===== src/rtl/gray_pkg.sv =====
// Shared definitions for the gray counter family: decoder FSM states and
// width-generic gray/binary conversion helpers (operands zero-extended to GRAY_MAX_W).
package gray_pkg;

  localparam int unsigned GRAY_MAX_W = 64;
  localparam int unsigned STATE_W    = 2;

  typedef enum logic [STATE_W-1:0] {
    ST_INIT  = 2'd0,
    ST_PRIME = 2'd1,
    ST_RUN   = 2'd2
  } gray_state_e;

  // Zero high bits do not disturb the low bits of the result.
  function automatic logic [GRAY_MAX_W-1:0] gray_to_bin(input logic [GRAY_MAX_W-1:0] g);
    logic [GRAY_MAX_W-1:0] b;
    b = g;
    for (int i = GRAY_MAX_W - 2; i >= 0; i--) begin
      b[i] = b[i+1] ^ g[i];
    end
    return b;
  endfunction

  function automatic logic [GRAY_MAX_W-1:0] bin_to_gray(input logic [GRAY_MAX_W-1:0] b);
    return b ^ (b >> 1);
  endfunction

endpackage


===== src/rtl/gray_to_bin.sv =====
// Combinational gray-to-binary converter: each binary bit is the XOR of all
// gray bits at or above its position.
module gray_to_bin #(
  parameter int unsigned DATA_WIDTH = 8
) (
  input  logic [DATA_WIDTH-1:0] gray,
  output logic [DATA_WIDTH-1:0] bin_c
);

  for (genvar i = 0; i < DATA_WIDTH; i++) begin : g_bit
    assign bin_c[i] = ^gray[DATA_WIDTH-1:i];
  end

endmodule


===== src/rtl/gray_sync_decoder.sv =====
// Brings a foreign-domain gray count through a synchronizer, decodes it to
// binary and reports per-capture increments with a sticky over-step flag.
module gray_sync_decoder
  import gray_pkg::*;
#(
  parameter int unsigned DATA_WIDTH  = 8,
  parameter int unsigned SYNC_STAGES = 2,
  parameter int unsigned MAX_STEP    = 1
) (
  input  logic                  clk,
  input  logic                  rst,
  input  logic                  en,
  input  logic                  err_clr,
  input  logic [DATA_WIDTH-1:0] gray_in,
  output logic [DATA_WIDTH-1:0] bin_out,
  output logic [DATA_WIDTH-1:0] delta_out,
  output logic                  change,
  output logic                  step_err,
  output logic                  locked
);

  localparam int unsigned CNT_W = 3;
  localparam int unsigned CMP_W = (DATA_WIDTH > 32) ? DATA_WIDTH : 32;

  logic [DATA_WIDTH-1:0] sg;
  logic [DATA_WIDTH-1:0] g;
  logic [DATA_WIDTH-1:0] step;

  gray_state_e           state_q, state_d;
  logic [CNT_W-1:0]      cnt_q, cnt_d;
  logic [DATA_WIDTH-1:0] bin_d, delta_d;
  logic                  change_d, err_d, locked_d;

  // Synchronizer chain; free-running regardless of en and FSM state.
  for (genvar i = 0; i < SYNC_STAGES; i++) begin : g_sync
    logic [DATA_WIDTH-1:0] q;
    if (i == 0) begin : g_first
      always_ff @(posedge clk or negedge rst) begin
        if (!rst) q <= '0;
        else      q <= gray_in;
      end
    end else begin : g_next
      always_ff @(posedge clk or negedge rst) begin
        if (!rst) q <= '0;
        else      q <= g_sync[i-1].q;
      end
    end
  end

  assign sg = g_sync[SYNC_STAGES-1].q;

  gray_to_bin #(
    .DATA_WIDTH(DATA_WIDTH)
  ) u_gray_to_bin (
    .gray  (sg),
    .bin_c (g)
  );

  // Next-state and output decode.
  always_comb begin
    state_d  = state_q;
    cnt_d    = cnt_q;
    bin_d    = bin_out;
    delta_d  = delta_out;
    change_d = 1'b0;
    err_d    = step_err;
    locked_d = locked;
    step     = g - bin_out;

    // Clear first so a same-edge violation below still sets the flag.
    if (err_clr) err_d = 1'b0;

    unique case (state_q)
      ST_INIT: begin
        cnt_d = cnt_q + CNT_W'(1);
        if (cnt_q == CNT_W'(SYNC_STAGES - 1)) state_d = ST_PRIME;
      end
      ST_PRIME: begin
        bin_d    = g;
        delta_d  = '0;
        locked_d = 1'b1;
        state_d  = ST_RUN;
      end
      ST_RUN: begin
        if (en) begin
          bin_d    = g;
          delta_d  = step;
          change_d = (g != bin_out);
          if (CMP_W'(step) > CMP_W'(MAX_STEP)) err_d = 1'b1;
        end
      end
      default: state_d = ST_INIT;
    endcase
  end

  always_ff @(posedge clk or negedge rst) begin
    if (!rst) begin
      state_q   <= ST_INIT;
      cnt_q     <= '0;
      bin_out   <= '0;
      delta_out <= '0;
      change    <= 1'b0;
      step_err  <= 1'b0;
      locked    <= 1'b0;
    end else begin
      state_q   <= state_d;
      cnt_q     <= cnt_d;
      bin_out   <= bin_d;
      delta_out <= delta_d;
      change    <= change_d;
      step_err  <= err_d;
      locked    <= locked_d;
    end
  end

endmodule


===== config.mk =====
export PLATFORM = sky130hd
export DESIGN_NAME = gray_sync_decoder
export DESIGN_NICKNAME = d
export VERILOG_FILES = /design/src/rtl/gray_pkg.sv /design/src/rtl/gray_to_bin.sv /design/src/rtl/gray_sync_decoder.sv
export SDC_FILE = /design/constraint.sdc
export NUM_CORES = 1
export LEC_CHECK = 0
export ABC_AREA = 1
export ABC_CLOCK_PERIOD_IN_PS = 2300
export CAP_MARGIN = 20
export CORE_ASPECT_RATIO = 0.75
export CORE_MARGIN = 1.5
export CORE_UTILIZATION = 47
export CTS_CLUSTER_SIZE = 14
export DETAILED_ROUTE_END_ITERATION = 6
export GPL_ROUTABILITY_DRIVEN = 0
export PLACE_DENSITY = 0.75
export SETUP_SLACK_MARGIN = 0.5
export SYNTH_ARGS = -nofsm -noshare
export SYNTH_HDL_FRONTEND = slang
export SYNTH_SLANG_ARGS = --single-unit
export TNS_END_PERCENT = 1

===== constraint.sdc =====
create_clock -name clk -period 2.3 [get_ports clk]
set_input_delay 0.69 -clock clk [delete_from_list [all_inputs] [get_ports clk]]
set_output_delay 0.69 -clock clk [all_outputs]
set_load 0.01 [all_outputs]

After elaboration in Yosys (flattened, before gate mapping). Cells that the tools add are included.

Add/sub/neg operators: 2. Multiply operators: 0. Div/mod/pow operators: 0. Magnitude comparators: 1. Equality and inequality tests: 6. Shift-type cells: 0. Muxes and demuxes: 12. Bitwise logic cells: 1. Reduce and logical (&&, ||, !) cells: 11.

Operators by type and width (number): $pmux 8 s2 (2); $mux 8 (2); $gt 8x1->1 const B (1); $ne 8x8->1 (1); $reduce_xor 8->1 (1); $sub 8x8->8 (1); $reduce_xor 7->1 (1); $mux 1 (6); $pmux 2 s3 (1); $reduce_xor 6->1 (1); $reduce_xor 5->1 (1); $ne 2x2->1 const B (2); $reduce_and 2->1 (2); $reduce_xor 4->1 (1); $add 3x1->3 const B (1); $eq 3x1->1 const B (1); $reduce_xor 3->1 (1); $eq 2x1->1 const B (1); $eq 2x2->1 const B (1); $logic_not 2->1 (1); $mux 2 (1); $reduce_bool 2->1 (1); $reduce_xor 2->1 (1); $not 1->1 (1).

Register bits: 40. Latch bits: 0. RAM bits: 0. ROM bits: 0. Input bits: 12. Output and inout bits: 19. Word-level logic and storage cells: 42. Memories: 0.

Depth between registers and ports, before layout. Gate-level depths: netlist (run 1).

Depth in word-level cells: 6. Depth in mapped cells: 18. Depth with buffers taken out: 18.

Hierarchy. From an unflattened synthesis (run 1), not the netlist that was laid out.

Cell total of the unflattened synthesis: 252. Area total of the unflattened synthesis: 2045.7 µm².

Modules (own cells, without submodules): gray_sync_decoder (times used 1, cells an instance 181, area each 1736.7 µm², sequential area each 1001.0 µm²); gray_to_bin (times used 1, cells an instance 71, area each 309.0 µm², sequential area each 0.0 µm²).

Worst setup path after synthesis (run 1). No wires, ideal clock.

Kind: register to register. From: register g_sync[1].q[7]. To: register step_err. Setup time: 0.117 ns. Data arrival time: 2.224 ns. Data required time: 2.183 ns. Setup slack: -0.041 ns. Cell stages (with the launch flop): 18. Buffers on the path: 0. Clock period less this slack: 2.341 ns. Path through: dfrtp_1 > xor2_2 > xnor2_2 > inv_1 > nand2_1 > nand2_1 > ha_1 > fa_1 > inv_1 > nand2_1 > nand2_1 > nand3_1 > nand3_1 > nand2_1 > nor2_1 > nand2_1 > nand2_1 > nand2_1.

Longest elaborated chain between the ends: 6. Elaborated cells on any way between the ends: 12. Classes of those cells: add/sub: 1; order compare: 1; mux: 3; reduce/logical: 7.

RTL lines: from (decl) (RTL line gray_sync_decoder.sv:36) `logic [DATA_WIDTH-1:0] q;`; from (signal assigned) (RTL line gray_sync_decoder.sv:45) `else q <= g_sync[i-1].q;`; $reduce_xor 8->1, or another cell as far along (RTL line gray_to_bin.sv:11) `assign bin_c[i] = ^gray[DATA_WIDTH-1:i];`; $sub 8x8->8 * (RTL line gray_sync_decoder.sv:68) `step = g - bin_out;`; $gt 8x1->1 * (RTL line gray_sync_decoder.sv:89) `if (CMP_W'(step) > CMP_W'(MAX_STEP)) err_d = 1'b1;`; $mux 1 * (RTL line gray_sync_decoder.sv:89); $mux 1 * (RTL line gray_sync_decoder.sv:85) `if (en) begin`; $mux 1 * (RTL line gray_sync_decoder.sv:73) `unique case (state_q)`; named net err_d (RTL line gray_sync_decoder.sv:32) `logic change_d, err_d, locked_d;`; to (signal assigned) (RTL line gray_sync_decoder.sv:111) `step_err <= err_d;`; to (decl) (RTL line gray_sync_decoder.sv:18) `output logic step_err,`.

The timed path passes the listed nets; every way through them passes the cells marked *. A chain may end at the register's enable or synchronous reset.

Final worst setup path (run 1). Same ends and word-level chain as after synthesis.

==> out/results.tsv, run 1 <==
metric	value	unit
async_flop_share	100	%
placementRows	19	
rsz0062_at_grt	yes	
combinationalPowerShare	44.4	%
met2WireLength	1.75	mm
clk_pin_slew	0.07	ns
synth_seq_cells	40	
synth_edf_count	0	
clkLatencyLatePin	0.29	ns
ctsHtreeMaxLevel	2	
die_w	76.1	um
antenna_found_initial	0	
worst_pin_slew	0.481	ns
p_int	0.00157	W
ys_types	20	
wl	3.58	mm
die-height	57.8	um
start_util	50.2	%
required	2.49	ns
wl_met1	1.57	mm
cp.arrival	2.62	ns
cts_tree	done	
drt_iter0_markers	51	
top_layer	met4	
ios	31	
slew_viol_final	0	
synthCells	204	
ys_warn_count	0	
synth_top_area_share	53.1	%
seq_area_frac_synth	53.1	%
sw_frac_of_total	35.0	%
hold_viol_final	0	
grt_util_all_layers	17.3	%
synth_area	1880	sq um
hpwl	2.49	mm
grt_first_pass_wirelength	5.78	mm
fin_util	69.0	%
drive_gt1_share	22.1	%
grt_pass1_vias	1366	
switching_power	0.000846	W
drc_errors	0	
drtPass1Iterations	4	
powerDensity	934	nW/um^2
ir_drop	0.532	mV
antennaDiodeCount	0	
max_slew_margin	67.9	%
fin_crit_sh	106	%
route.met3.wl	176	um
core	3760	sq um
syn2layout_area_growth	37.5	%
final_antenna_net_count	0	
synth_area_per_cell	9.24	sq um
synth_area_leaders	dfrtp_1, nand2_1, inv_1, ha_1, nand3_1	
synth_common_cells	nand2_1, dfrtp_1, inv_1	
nNetsFinal	284	
synth_flop_cell	dfrtp_1	
setup_slack	-0.130	ns
start_kind	flop	
finalCriticalPeriod	2.43	ns
cts_made_buffers	5	
outcome	complete, but fails checks	
power_frac_seq	36.3	%
wl_per_cell	11.4	um
overflow	0	
endpoint_kind	flop	
p_clk_share	19.3	%
grt_start_max_net_pins	41	
fmax	412	MHz
cts-hold-fix-buffers	0	
skew	0.00519	ns
worstPathMaxFanout	4	
worstSetupPathType	reg2reg	
root_buffer	clkbuf_8	
die_area	4400	sq um
synth_most_common_cell	nand2_1	
io_buffers	30	
maxCapViolCount	0	
worstHoldPathType	reg2reg	
via_per_inst	4.68	
clk_path_buf_depth	2	
power	0.00242	W
p_leak	1.36	nW
setup_viol	3	
cts.sinks	40	
violations	negative setup slack	
vias	1475	
syn_nets	226	
synth_top_area_cell	dfrtp_1	
[cell families after synthesis]
group / after synthesis / synth area share, %
buf+inv: 35 / 7.04
simple gates: 84 / 18.2
xor+xnor: 17 / 8.70
fa+ha+maj: 10 / 7.04
compound gates: 18 / 5.91
flops: 40 / 53.1
[sequential cells by signal (all words and copies together), names as in the netlist]
signal,count
delta_out,8
change,1
g_sync.q,16
cnt_q,3
bin_out,8
step_err,1
state_q,2
locked,1
[routing by layer]
layer  track usage, %  vias up
met5                0        -
met4             8.73        0
met3             4.72       10
met2             29.5       35
met1             20.9      689
li1                 -      741
[cells in the final DEF, fill, tap and decap left out, drive strengths merged]
cell            n
inv            34
o31ai           1
xnor2           8
clkdlybuf4s50  11
nor2           10
nand2          58
dfrtp          40
dlygate4sd2    18
xor2            9
fa              1
o21ai           9
ha              9
clkbuf          8
a22o            4
a21oi           4
nand3          14
buf            23
or2             2
[cell type report]
| cell class | count | area [sq um] |
|---|---|---|
| Fill cell | 325 | 1160 |
| Sequential cell | 40 | 1000 |
| Multi-Input combinational cell | 129 | 867 |
| Timing Repair Buffer | 52 | 438 |
| Inverter | 34 | 128 |
| Clock buffer | 8 | 90.1 |
| Tap cell | 52 | 65.1 |
[power groups by stage]
stage                     Sequential, W  Combinational (W)  Clock, W
after floorplan                0.000925           0.000488         0
after global placement         0.000886           0.000935         0
after detailed placement       0.000892           0.000958         0
after CTS                      0.000877           0.000944  0.000484
after global routing           0.000896            0.00119  0.000508
final                          0.000878            0.00107  0.000468
[worst paths after layout]
path / start / endpoint / slack (ns) / cells after the start
min: g_sync[0].q[6] / g_sync[1].q[6] / 0.35 / 0
min in group asynchronous: rst / delta_out[0] / 0.43 / 2
max reg2reg: g_sync[1].q[7] / step_err / -0.13 / 17
max: g_sync[1].q[7] / step_err / -0.13 / 17
max in group asynchronous: rst / g_sync[1].q[7] / 1.50 / 2
min reg2reg: g_sync[0].q[6] / g_sync[1].q[6] / 0.35 / 0
[per-stage QoR]
| stage | hold WS [ns] | worst slack, ns | setup TNS (ns) | cells | instance area (sq um) |
|---|---|---|---|---|---|
| final | 0.349 | -0.130 | -0.265 | 315 | 2590 |
| after global routing | 0.360 | -0.290 | -0.978 | 315 | 2590 |
| after CTS | 0.351 | -0.0489 | -0.0489 | 311 | 2500 |
| after detailed placement | 0.335 | -0.144 | -0.249 | 303 | 2380 |
| after global placement | 0.331 | -0.0488 | -0.0488 | 303 | 2380 |
| after floorplan | 0.331 | -0.0172 | -0.0172 | 204 | 1890 |
[timing repair]
action | in CTS | in global routing
setup buffers | 0 | 4
setup endpoints to repair | 28 | 13
gates cloned | 0 | 0
pin swaps | 4 | 14
resized for setup | 28 | 14
[worst max-delay path, stage by stage (launching register included)]
cell     delay (ns)
dfrtp_2        0.47
xor2_4         0.21
xnor2_2        0.24
inv_1          0.06
nand2_1        0.07
nand2_2        0.08
ha_4           0.17
fa_2           0.38
inv_2          0.08
nand2_2        0.05
nand2_2        0.07
nand3_2        0.07
nand2_2        0.08
nand3_2        0.05
nor2_1         0.10
nand2_1        0.05
nand2_1        0.05
nand2_1        0.04
No activity file was read; power rests on OpenSTA's default activity.
==> run 2: changes to the inputs <==
--- a/config.mk
+++ b/config.mk
@@ -11,7 +11,7 @@
 export CORE_ASPECT_RATIO = 0.75
 export CORE_MARGIN = 1.5
 export CORE_UTILIZATION = 47
-export CTS_CLUSTER_SIZE = 14
+export CTS_CLUSTER_SIZE = 20
 export DETAILED_ROUTE_END_ITERATION = 6
 export GPL_ROUTABILITY_DRIVEN = 0
 export PLACE_DENSITY = 0.75
==> results of run 2 <==
Same layout as run 1: the final DEF is identical, and so are final timing and power.
==> run 3: changes to the inputs <==
--- a/config.mk
+++ b/config.mk
@@ -19,4 +19,4 @@
 export SYNTH_ARGS = -nofsm -noshare
 export SYNTH_HDL_FRONTEND = slang
 export SYNTH_SLANG_ARGS = --single-unit
-export TNS_END_PERCENT = 1
+export TNS_END_PERCENT = 30
==> run 3 against run 2 <==
Largest power group unchanged; worst setup slack gained 0.0096 ns; the flow still finishes with violations (negative setup slack); highest routed layer unchanged; clock skew shrank 0.0030 ns; clock-buffer cell count down 3; critical path type unchanged; critical path depth decreased by 2; first-iteration DRC count is 16% lower.
==> out/results.tsv, run 3 (same netlist as run 1, synthesis figures left out) <==
metric	value	unit	change
outcome	complete, but fails checks		
violations	negative setup slack		
p_leak	1.40	nW	+3.3%
skew	0.00222	ns	-0.00297 ns
nNetsFinal	287		+1.1%
holdWs	0.347	ns	-0.00244 ns
start_util	50.2	%	unchanged
setup_viol	2		-1
cts.sinks	40		unchanged
worstSetupPathType	reg2reg		
io_buffers	30		unchanged
die_w	76.1	um	unchanged
largest_reg_flops	16		unchanged
clk_pin_slew	0.06	ns	about the same
start_kind	flop		
clk_path_buf_depth	2		unchanged
maxCapViolCount	0		unchanged
power	0.00235	W	-2.9%
drtPass1Iterations	4		unchanged
setup_slack	-0.120	ns	+0.00964 ns
rsz0062_at_grt	yes		
cp.arrival	2.60	ns	-0.02 ns
antennaDiodeCount	0		unchanged
overflow	0		unchanged
hpwl	2.51	mm	+0.72%
cts_made_buffers	5		unchanged
drc_errors	0		unchanged
worstPathMaxFanout	2		-2
reg.largest.list	g_sync.q: 16 flops, bin_out: 8 flops, delta_out: 8 flops		
grt_util_all_layers	17.7	%	+0.36 points
final_common_cell	nand2_1		
placementRows	19		unchanged
drive_gt1_share	24.7	%	+2.7 points
ios	31		unchanged
finalCriticalPeriod	2.42	ns	-0.00964 ns
required	2.48	ns	about the same
fmax	413	MHz	+0.40%
ir_drop	0.479	mV	-9.9%
worst_pin_slew	0.486	ns	+0.00524 ns
clkLatencyLatePin	0.28	ns	about the same
most-common-layout-cells	nand2_1, dfrtp_1, inv_1		
vias	1504		+2.0%
ctsHtreeMaxLevel	2		unchanged
via_per_inst	4.77		+2.0%
multi_input_area	887	sq um	+2.3%
wl_per_cell	11.3	um	-0.59%
fin_util	69.8	%	+0.83 points
grt_start_max_net_pins	23		-44%
max_slew_margin	67.5	%	-0.35 points
hold_viol_final	0		unchanged
syn2layout_area_growth	39.2	%	
slew_viol_final	0		unchanged
worstHoldPathType	in2async		
die_area	4400	sq um	unchanged
fin_crit_sh	105	%	-0.42 points
seqCellArea	1000	sq um	-0.12%
final_antenna_net_count	0		unchanged
grt_first_pass_wirelength	6.00	mm	+3.9%
die-height	57.8	um	unchanged
fill_cells	315		-3.1%
cts_tree	done		
wl	3.56	mm	-0.59%
powerDensity	896	nW/um^2	-4.0%
core	3760	sq um	unchanged
root_buffer	clkbuf_8		
endpoint_kind	flop		
antenna_found_initial	0		unchanged
grt_pass1_vias	1402		+2.6%
drt_iter0_markers	43		-16%
largest_register	g_sync.q		
==> run 3: changes by cell type in the layout (fill, tap and decap cells not counted), moves of 2 or more <==
cell / delta
ha_1: +2
ha_4: -2
xnor2_1: -5
buf_4: +2
xnor2_2: +5
xor2_1: -2
xor2_2: +3
clkbuf_1: -2
==> run 3: metrics by stage <==
stage	instances	setup TNS (ns)	cell area, sq um	worst slack (ns)
after floorplan	204	0	1890	0.0145
after global placement	301	-0.0265	2380	-0.0265
after detailed placement	301	-0.116	2380	-0.0887
after CTS	310	-0.0829	2510	-0.0634
after global routing	315	-0.834	2620	-0.314
final	315	-0.215	2620	-0.120
==> run 3: final timing paths <==
path | startpoint | to | slack [ns] | cells past startpoint
setup / recovery | g_sync[1].q[1] | step_err | -0.12 | 15
min in group clk | g_sync[0].q[0] | g_sync[1].q[0] | 0.35 | 0
hold reg to reg | g_sync[0].q[0] | g_sync[1].q[0] | 0.35 | 0
hold / removal | rst | state_q[0] | 0.35 | 1
setup reg to reg | g_sync[1].q[1] | step_err | -0.12 | 15
max in group asynchronous | rst | bin_out[1] | 1.49 | 2
==> run 3: where the power goes <==
| group | leakage (nW) | switching, W | total (W) | internal (W) |
|---|---|---|---|---|
| Combinational | 0.896 | 0.000557 | 0.00108 | 0.000522 |
| Sequential | 0.470 | 0.0000648 | 0.000875 | 0.000810 |
| Clock | 0.0359 | 0.000202 | 0.000397 | 0.000195 |
==> run 3: cell type report <==
class / count / share of cell area (%)
Clock buffer: 5 / 2.62
Inverter: 34 / 4.87
Multi-Input combinational cell: 129 / 33.8
Sequential cell: 40 / 38.2
Tap cell: 52 / 2.48
Timing Repair Buffer: 55 / 18.0
==> run 3: worst max-delay path: stages (launching register included) <==
cell and delay, ns:
dfrtp_1 0.40, xnor2_2 0.29, xnor2_2 0.17, inv_1 0.06, nand2_1 0.07, nand2_2 0.09, ha_4 0.17, fa_2 0.34
buf_4 0.15, xnor2_2 0.14, nor2_1 0.10, nand3_1 0.08, nor2_1 0.11, nand2_1 0.06, nand2_1 0.06, nand2_1 0.05
==> run 3: routing by layer <==
metal	track usage, %	up-vias	part of all wire [%]
met5	0	-	0
met4	6.35	0	2.2
met3	5.83	10	6.0
met2	29.9	50	47
met1	21.9	699	45
li1	-	745	-
==> run 3: what timing repair did <==
item / CTS / global route
hold buffers: 0 / 0
gates resized for setup: 29 / 16
endpoints found under the setup margin: 28 / 12
buffers inserted: 4 / 5
pin swaps: 5 / 12
